==> config.mk <==
export PLATFORM = sky130hd
export DESIGN_NAME = multi_cycle_seq
export DESIGN_NICKNAME = d
export VERILOG_FILES = /design/src/rtl/multi_cycle_seq_pkg.sv /design/src/rtl/multi_cycle_seq_wait_timer.sv /design/src/rtl/multi_cycle_seq.sv
export SDC_FILE = /design/constraint.sdc
export NUM_CORES = 1
export LEC_CHECK = 0
export CORE_MARGIN = 5
export CORE_UTILIZATION = 35
export CTS_CLUSTER_DIAMETER = 30
export DETAILED_ROUTE_END_ITERATION = 8
export GPL_ROUTABILITY_DRIVEN = 0
export HOLD_SLACK_MARGIN = 0.06
export PLACE_DENSITY = 0.64
export SYNTH_ARGS = -nofsm -noshare
export SYNTH_HDL_FRONTEND = slang
export SYNTH_SLANG_ARGS = --single-unit
==> constraint.sdc <==
create_clock -name clk -period 3.5 [get_ports clk]
set_input_delay 0.35 -clock clk [delete_from_list [all_inputs] [get_ports clk]]
set_output_delay 0.35 -clock clk [all_outputs]
set_load 0.01 [all_outputs]
==> src/rtl/multi_cycle_seq_pkg.sv <==
// Shared definitions for the multi-cycle main-control sequencer: state codes,
// PC-source encodings (also used by the datapath PC mux) and the latched control bundle.
package multi_cycle_seq_pkg;

  typedef enum logic [2:0] {
    ST_IDLE = 3'd0,
    ST_IF   = 3'd1,
    ST_ID   = 3'd2,
    ST_EX   = 3'd3,
    ST_MEM  = 3'd4,
    ST_WB   = 3'd5,
    ST_ERR  = 3'd6
  } state_e;

  localparam logic [1:0] PC_SRC_SEQ = 2'd0;
  localparam logic [1:0] PC_SRC_BR  = 2'd1;
  localparam logic [1:0] PC_SRC_JMP = 2'd2;

  typedef struct packed {
    logic regwr;
    logic memtoreg;
    logic memwr;
    logic branch;
    logic jump;
    logic link;
  } ctrl_t;

  function automatic logic is_mem_op(input ctrl_t c);
    return c.memtoreg | c.memwr;
  endfunction

endpackage

==> src/rtl/multi_cycle_seq_wait_timer.sv <==
// Counts stalled request cycles; 'expired' is high once the count has reached TIMEOUT.
module wait_timer #(
  parameter int unsigned TIMEOUT = 255
) (
  input  logic clk,
  input  logic rst,
  input  logic clear,
  input  logic count_en,
  output logic expired
);

  localparam int unsigned W = $clog2(TIMEOUT + 1);
  localparam logic [W-1:0] LIMIT = W'(TIMEOUT);

  logic [W-1:0] cnt_q, cnt_d;

  // next count: clear wins, otherwise count up and hold at the limit
  always_comb begin
    cnt_d = cnt_q;
    if (clear) begin
      cnt_d = '0;
    end else if (count_en && (cnt_q != LIMIT)) begin
      cnt_d = cnt_q + W'(1);
    end else begin
      cnt_d = cnt_q;
    end
  end

  // count register
  always_ff @(posedge clk or posedge rst) begin
    if (rst) begin
      cnt_q <= '0;
    end else begin
      cnt_q <= cnt_d;
    end
  end

  assign expired = (cnt_q == LIMIT);

endmodule

==> src/rtl/multi_cycle_seq.sv <==
// Main-control FSM sequencing IF/ID/EX/MEM/WB with req/ready memories,
// a stall timeout into a sticky error state, and a retired-instruction counter.
module multi_cycle_seq
  import multi_cycle_seq_pkg::*;
#(
  parameter int unsigned TIMEOUT = 255,
  parameter int unsigned CNT_W   = 32
) (
  input  logic             clk,
  input  logic             rst,
  input  logic             run,
  input  logic             imem_ready,
  input  logic             dmem_ready,
  input  logic             dec_regwr,
  input  logic             dec_memtoreg,
  input  logic             dec_memwr,
  input  logic             dec_branch,
  input  logic             dec_jump,
  input  logic             dec_link,
  input  logic             alu_zero,
  output logic             imem_req,
  output logic             ir_wr,
  output logic             dmem_req,
  output logic             dmem_we,
  output logic             rf_we,
  output logic             pc_wr,
  output logic [1:0]       pc_src,
  output logic [2:0]       state,
  output logic [CNT_W-1:0] retired,
  output logic             bus_err
);

  state_e            state_q, state_d;
  ctrl_t             ctrl_q, ctrl_d;
  ctrl_t             dec_s;
  logic [CNT_W-1:0]  retired_q, retired_d;
  logic              bus_err_q, bus_err_d;
  logic              retire_s;
  logic              stall_s;
  logic              expired_s;

  assign dec_s = '{regwr: dec_regwr, memtoreg: dec_memtoreg, memwr: dec_memwr,
                   branch: dec_branch, jump: dec_jump, link: dec_link};

  // A request is stalled when its own ready is low; ready for the other memory is ignored.
  assign stall_s = ((state_q == ST_IF)  && !imem_ready) ||
                   ((state_q == ST_MEM) && !dmem_ready);

  wait_timer #(.TIMEOUT(TIMEOUT)) u_wait_timer (
    .clk      (clk),
    .rst      (rst),
    .clear    (!stall_s),
    .count_en (stall_s),
    .expired  (expired_s)
  );

  // next state, control latch and per-cycle strobes
  always_comb begin
    state_d  = state_q;
    ctrl_d   = ctrl_q;
    imem_req = 1'b0;
    ir_wr    = 1'b0;
    dmem_req = 1'b0;
    dmem_we  = 1'b0;
    rf_we    = 1'b0;
    pc_wr    = 1'b0;
    pc_src   = PC_SRC_SEQ;
    retire_s = 1'b0;
    case (state_q)
      ST_IDLE: begin
        if (run) begin
          state_d = ST_IF;
        end else begin
          state_d = ST_IDLE;
        end
      end
      ST_IF: begin
        imem_req = 1'b1;
        if (imem_ready) begin
          ir_wr   = 1'b1;
          state_d = ST_ID;
        end else if (expired_s) begin
          state_d = ST_ERR;
        end else begin
          state_d = ST_IF;
        end
      end
      ST_ID: begin
        ctrl_d  = dec_s;
        state_d = ST_EX;
      end
      ST_EX: begin
        if (ctrl_q.jump && !ctrl_q.link) begin
          pc_wr    = 1'b1;
          pc_src   = PC_SRC_JMP;
          retire_s = 1'b1;
        end else if (ctrl_q.jump || (ctrl_q.branch && ctrl_q.link)) begin
          // linking jumps/branches write the return address in WB
          state_d = ST_WB;
        end else if (ctrl_q.branch) begin
          pc_wr    = 1'b1;
          pc_src   = alu_zero ? PC_SRC_BR : PC_SRC_SEQ;
          retire_s = 1'b1;
        end else if (is_mem_op(ctrl_q)) begin
          state_d = ST_MEM;
        end else if (ctrl_q.regwr) begin
          state_d = ST_WB;
        end else begin
          pc_wr    = 1'b1;
          pc_src   = PC_SRC_SEQ;
          retire_s = 1'b1;
        end
      end
      ST_MEM: begin
        dmem_req = 1'b1;
        dmem_we  = ctrl_q.memwr;
        if (dmem_ready) begin
          if (ctrl_q.memwr) begin
            pc_wr    = 1'b1;
            retire_s = 1'b1;
          end else begin
            state_d = ST_WB;
          end
        end else if (expired_s) begin
          state_d = ST_ERR;
        end else begin
          state_d = ST_MEM;
        end
      end
      ST_WB: begin
        rf_we    = 1'b1;
        pc_wr    = 1'b1;
        pc_src   = ctrl_q.link ? PC_SRC_JMP : PC_SRC_SEQ;
        retire_s = 1'b1;
      end
      ST_ERR: begin
        state_d = ST_ERR;
      end
      default: begin
        state_d = ST_IDLE;
      end
    endcase
    if (retire_s) begin
      state_d = run ? ST_IF : ST_IDLE;
    end else begin
      state_d = state_d;
    end
  end

  assign retired_d = retire_s ? (retired_q + CNT_W'(1)) : retired_q;
  assign bus_err_d = bus_err_q | (state_d == ST_ERR);

  // state, control latch, retire counter and sticky error
  always_ff @(posedge clk or posedge rst) begin
    if (rst) begin
      state_q   <= ST_IDLE;
      ctrl_q    <= '0;
      retired_q <= '0;
      bus_err_q <= 1'b0;
    end else begin
      state_q   <= state_d;
      ctrl_q    <= ctrl_d;
      retired_q <= retired_d;
      bus_err_q <= bus_err_d;
    end
  end

  assign state   = state_q;
  assign retired = retired_q;
  assign bus_err = bus_err_q;

endmodule

**Yosys cells after proc, flatten, opt, wreduce, memory -nomap -nowiden**

Index checks and enable logic that the tools add are counted.

- Muxes and demuxes: 35
- Equal/unequal tests: 10
- Reductions and logical operators: 11
- Bitwise logic cells: 2
- Add/sub/neg operators: 2

Operator list:

| operator | number |
|---|---|
| $add 32x1->32 const B | 1 |
| $mux 3 | 10 |
| $pmux 3 s7 | 1 |
| $mux 1 | 17 |
| $mux 8 | 2 |
| $eq 3x3->1 const B | 4 |
| $add 8x1->8 const B | 1 |
| $eq 8x8->1 const B | 1 |
| $ne 8x8->1 const B | 1 |
| $eq 3x2->1 const B | 2 |
| $mux 2 | 3 |
| $logic_and 1x1->1 | 5 |
| $pmux 2 s2 | 1 |
| $eq 3x1->1 const B | 1 |
| $logic_not 1->1 | 3 |
| $logic_not 3->1 | 1 |
| $pmux 1 s3 | 1 |
| $logic_or 1x1->1 | 2 |
| $ne 2x2->1 const B | 1 |
| $or 1x1->1 | 2 |

- Input bits: 12
- Word-level logic and storage cells: 70
- Output and inout port bits: 44
- Register bits after elaboration: 50

**Logic depth before layout (Yosys ltp)**

Gate-level depths: netlist (run 1).

- Depth in word-level cells: 9
- Gate-level depth with buffers: 8
- Depth with buffers taken out: 6

**Cells and area by module**

From an unflattened synthesis (run 1), not the netlist that was laid out.

- Cell total of the unflattened synthesis: 244
- Area total of the unflattened synthesis: 2,626.3 um^2

Modules (own cells, without submodules):

| module | seq. area each (um^2) | cells each | instances | area an instance (um^2) |
|---|---|---|---|---|
| multi_cycle_seq | 1,051.0 | 196 | 1 | 2,138.3 |
| wait_timer | 200.2 | 48 | 1 | 488.0 |

**Worst setup path after synthesis (run 1)**

No wires, ideal clock.

- Kind: reg-to-reg
- Start: register state_q[2] (netlist: state[2])
- End: register retired_q[9] (netlist: retired[9])
- Buffers on the path: 1
- Clock period less this slack: 2,058 ps
- Required time: 3,372 ps
- Arrival: 1,930 ps
- Library setup time: 128 ps
- Setup slack: 1,442 ps
- Cell stages (with the launch flop): 7
- Cell sequence: dfrtp_1 buf_2 nand3b_4 o32ai_2 nor2_4 or4_4 xnor2_2

- Longest elaborated chain between the ends: 2
- Elaborated cells between the ends (all ways): 4
- Those cells by class: eq/ne: 3; mux: 1

RTL lines:

| what | RTL line | text |
|---|---|---|
| start, declared | multi_cycle_seq.sv:33 | `state_e state_q, state_d;` |
| start signal, assigned | multi_cycle_seq.sv:161 | `state_q <= state_d;` |
| $eq 3x3->1 / $eq 3x2->1 (equally long branches) | multi_cycle_seq.sv:69 | `case (state_q)` |
| $pmux 1 s3 * | multi_cycle_seq.sv:69 |  |
| end signal, assigned | multi_cycle_seq.sv:163 | `retired_q <= retired_d;` |
| end, declared | multi_cycle_seq.sv:36 | `logic [CNT_W-1:0] retired_q, retired_d;` |

Mark *: on every way between the ends. The rest lies on a longest branch, timed or not.
A chain may end at the register's enable or synchronous reset.

**Final worst setup path (run 1)**

- Start: register ctrl_q[1] (netlist bit)
- End: output port pc_wr

- Longest elaborated chain between the ends: 4
- Elaborated cells between the ends (all ways): 5
- Those cells by class: mux: 3; reduce/logical: 2

RTL lines:

| what | RTL line | text |
|---|---|---|
| start, declared | multi_cycle_seq.sv:34 | `ctrl_t ctrl_q, ctrl_d;` |
| start signal, assigned | multi_cycle_seq.sv:162 | `ctrl_q <= ctrl_d;` |
| $logic_or 1x1->1 | multi_cycle_seq.sv:97 | `end else if (ctrl_q.jump \|\| (ctrl_q.branch && ctrl_q.link)) begin` |
| $mux 1 | multi_cycle_seq.sv:97 |  |
| $mux 1 * | multi_cycle_seq.sv:93 | `if (ctrl_q.jump && !ctrl_q.link) begin` |
| $pmux 1 s3 * | multi_cycle_seq.sv:69 |  |
| end, declared | multi_cycle_seq.sv:26 | `output logic pc_wr,` |

Marked as above.

==> results of run 1 <==
-- registers in the layout (all words and copies together) (netlist names) --
name / flops
u_wait_timer.cnt_q: 8
ctrl_q: 6
state: 3
retired: 32
bus_err: 1
-- critical path: cells and delay by family (launching register included) --
kind                   cells  cell delay [ps]
buffers and inverters      2              990
DFF                        1              420
and+or+nand+nor            3              920
-- per-layer routing --
| layer | share of wire | vias to the layer above | wire length (um) | global-route usage |
|---|---|---|---|---|
| li1 | - | 942 | - | - |
| met1 | 0.48 | 917 | 2670 | 0.186 |
| met2 | 0.44 | 70 | 2460 | 0.191 |
| met3 | 0.069 | 7 | 383 | 0.0417 |
| met4 | 0.011 | 0 | 63 | 0.0409 |
| met5 | 0 | - | 0 | 0 |
-- worst min-delay path by stage --
| stage | cells after the start | endpoint | start |
|---|---|---|---|
| floorplan | 2 | ctrl_q[3] | dec_memwr |
| global placement | 1 | bus_err | bus_err |
| detailed placement | 1 | retired[31] | retired[31] |
| CTS | 1 | retired[31] | retired[31] |
| global route | 1 | retired[31] | retired[31] |
| finish | 1 | retired[31] | retired[31] |
-- power breakdown --
part           switching [mW]  internal (mW)  leakage (nW)
combinational           0.277          0.284         0.689
clock                   0.187          0.214        0.0524
sequential              0.134          0.664         0.638
total                   0.598           1.16          1.38
-- metrics by stage --
step / power, mW / util
after floorplan: 1.14 / -
after global placement: 1.36 / 0.458
after detailed placement: 1.37 / 0.458
after CTS: 1.78 / 0.474
after global routing: 1.87 / 0.474
final: 1.76 / 0.474
-- cell type report --
class	instances	share of cell area
flip-flops and latches	50	0.389
well taps	96	0.0373
clock inverters	1	0.00933
repair buffers	55	0.171
clock buffers	7	0.0237
multi-input cells	171	0.357
inverters	11	0.0128
-- cell usage in the layout (no fill, tap or decap), types with 6 or more instances in the layout --
master,instances
clkdlybuf4s50_1,55
dfrtp_1,50
nor2_1,21
nand2_1,21
nand3_1,18
xnor2_1,18
xor2_1,16
inv_1,10
nand4_1,9
nor4_1,8
nor3_1,6
-- Yosys cell counts, types with 4 or more instances --
master	number	area [um^2]
nand2_1	21	78.8
xnor2_1	18	158
nand4_1	9	56.3
xor2_1	16	140
and3_1	5	31.3
nor4_1	8	50.1
nor2_1	21	78.8
nand3_1	18	90.1
dfrtp_1	50	1250
inv_1	11	41.3
a21oi_1	4	20.0
mux2_2	5	56.3
nor3_1	6	30.0
-- cells by family (layout without fill, tap and decap cells) --
logic type | Yosys count | after routing | share of synthesized area
DFF | 50 | 50 | 0.509
AOI/OAI and AO/OA | 22 | 22 | 0.0673
buffers and inverters | 14 | 74 | 0.0229
muxes | 7 | 7 | 0.0311
xor gates and xnor gates | 35 | 35 | 0.128
and+or+nand+nor | 105 | 105 | 0.231
adders and majority gates | 2 | 2 | 0.0102
==> flow_metrics.env, run 1 <==
export IMPL_endpoint="pc_wr"
export IMPL_slew_headroom=0.319
export IMPL_hold_path_class="reg2reg"
export IMPL_area_growth_pct=31.0
export IMPL_firstDrtPassIters=4
export IMPL_port_buffers=55
export IMPL_critPathSlowestCell="clkdlybuf4s50_1"
export IMPL_clk_pin_slew_ps=90
export IMPL_antenna_cells=0
export IMPL_ff2ff_setup_slack_ps=1320
export IMPL_fin_area_um2=3220
export IMPL_placed_area_um2=3110
export IMPL_num_fill_cells=673
export IMPL_power_leakage_nw=1.38
export IMPL_grt_overflow_total=0
export IMPL_tns_ps=0
export IMPL_coreArea_um2=6790
export IMPL_grt_setup_unrepaired="no"
export IMPL_grt_usage=0.132
export IMPL_synthFlopType="dfrtp_1"
export IMPL_place_ws_ps=766
export IMPL_cp_end_kind="output port"
export IMPL_fin_worst_skew_ps=4.61
export IMPL_finalHoldViolCount=0
export IMPL_worst_slew_pin_slew_ps=1020
export IMPL_drc=0
export IMPL_cp_startpoint="ctrl_q[1]"
export IMPL_crit_path_max_fanout=13
export IMPL_first_iter_violations=72
export IMPL_fp_dieArea_um2=8790
export IMPL_ant_nets=0
export IMPL_regArea_um2=1250
export IMPL_path_cells="or4_4, nor3_4, nor2_4, inv_1, clkdlybuf4s50_1"
export IMPL_rr_startpoint="ctrl_q[1]"
export IMPL_p_per_area_nw_per_um2=547
export IMPL_cts_resized=0
export IMPL_wl_per_cell_um=14.3
export IMPL_start_util=0.362
export IMPL_finalCritPeriodShare=0.856
export IMPL_timing_fmax_mhz=334
export IMPL_crit_arrival_ps=2650
export IMPL_cts_sinks=50
export IMPL_insertion_delay_ps=300
export IMPL_path_class="reg2out"
export IMPL_vias=1936
export IMPL_setup_violations=0
export IMPL_worstSetupStartpointType="flip-flop"
export IMPL_htreeDepth=2
export IMPL_multiInputGateArea_um2=1150
export IMPL_num_nets_final=308
export IMPL_routed_via_density=4.95
export IMPL_dieWidth_um=93.8
export IMPL_synth_cell_type_count=41
export IMPL_routed_wl_um=5580
export IMPL_synth_edf_count=0
export IMPL_hpwl_um=4010
export IMPL_numCtsBuffers=5
export IMPL_ioPinCount=56
export IMPL_grt_pass1_vias=1909
export IMPL_syn_inst=235
export IMPL_synthesis_area_um2=2460
export IMPL_root_buffer="clkbuf_8"
export IMPL_grt_max_degree=51
export IMPL_grt_first_pass_wirelength_um=9220
export IMPL_period_needed_ps=3000
export IMPL_final_setup_worst_slack_ps=505
export IMPL_r2r_cells=5
export IMPL_avgSynthCellArea_um2=10.5
export IMPL_vdd_drop_max_uv=224
export IMPL_maxCapViolCount=0
export IMPL_fin_cells=391
export IMPL_synth_seq_cells=50
export IMPL_place_inst=383
export IMPL_cts_setup_buffers=0
export IMPL_antenna_found_initial=0
export IMPL_ys_warn_count=0
export IMPL_cts_hold_buffers=0
export IMPL_ys_seq_area_frac=0.509
export IMPL_final_layout_size_suffix_gt1_frac=0.0712
export IMPL_clock_path_buffers=2
export IMPL_hold_ws_ps=477
export IMPL_fp_dieH_um=93.8
export IMPL_r2r_end="retired[9]"
export IMPL_rows=30
export IMPL_cp_slowest_stage_delay_ps=640
export IMPL_status="finished, final reports clean"
export IMPL_synth_nets=249
export IMPL_cts_tree="done"
export IMPL_slew_viol_final=0
export IMPL_synthArstFlopShare=1.00
export IMPL_cp_required_ps=3150
No activity file was read; power rests on OpenSTA's default activity.
==> run 2: changes to the inputs <==
Settings changed: PLACE_DENSITY 0.64 to not set.
==> run 2 against run 1 <==
  * Cell area is the same
  * Die area stayed put
  * Critical path depth unchanged
  * Register-to-register slack hardly changed
  * First-iteration DRC count is 2.8% higher
  * Final cell count unchanged
  * Clock power shrank 2%
  * Critical endpoint unchanged
  * Largest cell class unchanged
==> flow_metrics.env, run 2 (same netlist as run 1, synthesis figures left out) <==
export IMPL_status="finished, final reports clean"
export IMPL_fp_dieH_um=93.8
export IMPL_wl_per_cell_um=14.1
export IMPL_antenna_found_initial=0
export IMPL_slew_headroom=0.316
export IMPL_timing_fmax_mhz=335
export IMPL_cts_hold_buffers=0
export IMPL_grt_max_degree=51
export IMPL_grt_setup_unrepaired="no"
export IMPL_ant_nets=0
export IMPL_slew_viol_final=0
export IMPL_finalPower_mw=1.76
export IMPL_path_cells="or4_4, nor3_4, nor2_4, inv_1, clkdlybuf4s50_1"
export IMPL_htreeDepth=2
export IMPL_power_leakage_nw=1.38
export IMPL_final_common_cell="clkdlybuf4s50_1"
export IMPL_crit_arrival_ps=2630
export IMPL_vias=1910
export IMPL_cp_required_ps=3150
export IMPL_rows=30
export IMPL_fin_worst_skew_ps=8.26
export IMPL_grt_usage=0.132
export IMPL_cp_end_kind="output port"
export IMPL_hpwl_um=3980
export IMPL_clock_path_buffers=2
export IMPL_grt_pass1_vias=1965
export IMPL_r2r_cells=5
export IMPL_clk_pin_slew_ps=90
export IMPL_endpoint="pc_wr"
export IMPL_rr_startpoint="ctrl_q[1]"
export IMPL_final_setup_worst_slack_ps=518
export IMPL_firstDrtPassIters=4
export IMPL_coreArea_um2=6790
export IMPL_ff2ff_setup_slack_ps=1320
export IMPL_grt_overflow_total=0
export IMPL_cp_startpoint="ctrl_q[1]"
export IMPL_insertion_delay_ps=290
export IMPL_worst_slew_pin_slew_ps=1020
export IMPL_routed_via_density=4.88
export IMPL_antenna_cells=0
export IMPL_met1Wirelength_um=2880
export IMPL_first_iter_violations=74
export IMPL_num_nets_final=308
export IMPL_place_ws_ps=783
export IMPL_final_layout_size_suffix_gt1_frac=0.0712
export IMPL_fp_dieArea_um2=8790
export IMPL_largest_register_ffs=32
export IMPL_drc=0
export IMPL_grt_first_pass_wirelength_um=9470
export IMPL_root_buffer="clkbuf_8"
export IMPL_p_per_area_nw_per_um2=546
export IMPL_path_class="reg2out"
export IMPL_area_growth_pct=31.0
export IMPL_holdPathStages=1
export IMPL_vdd_drop_max_uv=229
export IMPL_maxUsedRoutingLayer="met4"
export IMPL_cts_tree="done"
export IMPL_hold_ws_ps=480
export IMPL_dr_wl_met2_um=2310
export IMPL_routed_wl_um=5510
export IMPL_numCtsBuffers=5
export IMPL_r2r_end="retired[9]"
export IMPL_wl_met3_um=266
export IMPL_cts_resized=0
export IMPL_port_buffers=55
export IMPL_cts_sinks=50
export IMPL_crit_path_max_fanout=13
export IMPL_maxCapViolCount=0
export IMPL_fin_area_um2=3220
export IMPL_cts_setup_buffers=0
export IMPL_period_needed_ps=2980
export IMPL_placed_area_um2=3110
export IMPL_worstSetupStartpointType="flip-flop"
export IMPL_start_util=0.362
export IMPL_cp_slowest_stage_delay_ps=620
export IMPL_finalHoldViolCount=0
export IMPL_final_cell_mix="55 x clkdlybuf4s50_1, 50 x dfrtp_1, 21 x nor2_1, 21 x nand2_1"
export IMPL_setup_violations=0
export IMPL_tns_ps=0
export IMPL_finalCritPeriodShare=0.852
export IMPL_dieWidth_um=93.8
export IMPL_hold_path_class="reg2reg"
export IMPL_critPathSlowestCell="clkdlybuf4s50_1"
export IMPL_ioPinCount=56
-- run 2: worst min path at each step --
stage | start | end | slack [ps]
2_1_floorplan | dec_memwr | ctrl_q[3] | 470
3_3_place_gp | retired[31] | retired[31] | 470
3_5_place_dp | retired[31] | retired[31] | 470
4_1_cts | retired[31] | retired[31] | 490
5_1_grt | retired[31] | retired[31] | 510
6_report | retired[31] | retired[31] | 480
-- run 2: area by class of cell --
cell class / count / area (um^2)
Fill cell: 655 / 3580
Sequential cell: 50 / 1250
Multi-Input combinational cell: 171 / 1150
Timing Repair Buffer: 55 / 551
Tap cell: 96 / 120
Clock buffer: 7 / 76.3
Inverter: 11 / 41.3
Clock inverter: 1 / 30.0
-- run 2: through the flow --
stage	cells	utilization
finish	391	0.474
floorplan	235	-
detailed placement	383	0.458
CTS	391	0.474
global placement	383	0.458
global route	391	0.474
-- run 2: power by group --
group	switching, mW	internal, mW	leakage (nW)	total [mW]
logic	0.278	0.284	0.689	0.563
registers	0.134	0.665	0.638	0.799
clock network	0.181	0.214	0.0524	0.395
total	0.593	1.16	1.38	1.76
-- run 2: routing by layer --
layer,vias to the layer above,GRT usage
met5,-,0
met4,0,0.0361
met3,7,0.0296
met2,44,0.196
met1,914,0.194
li1,945,-
-- run 2: worst max-delay path: cells and delay by family (launching register included) --
| kind | cells | cell delay [ps] |
|---|---|---|
| buffers and inverters | 2 | 980 |
| and+or+nand+nor | 3 | 930 |
| DFF | 1 | 420 |
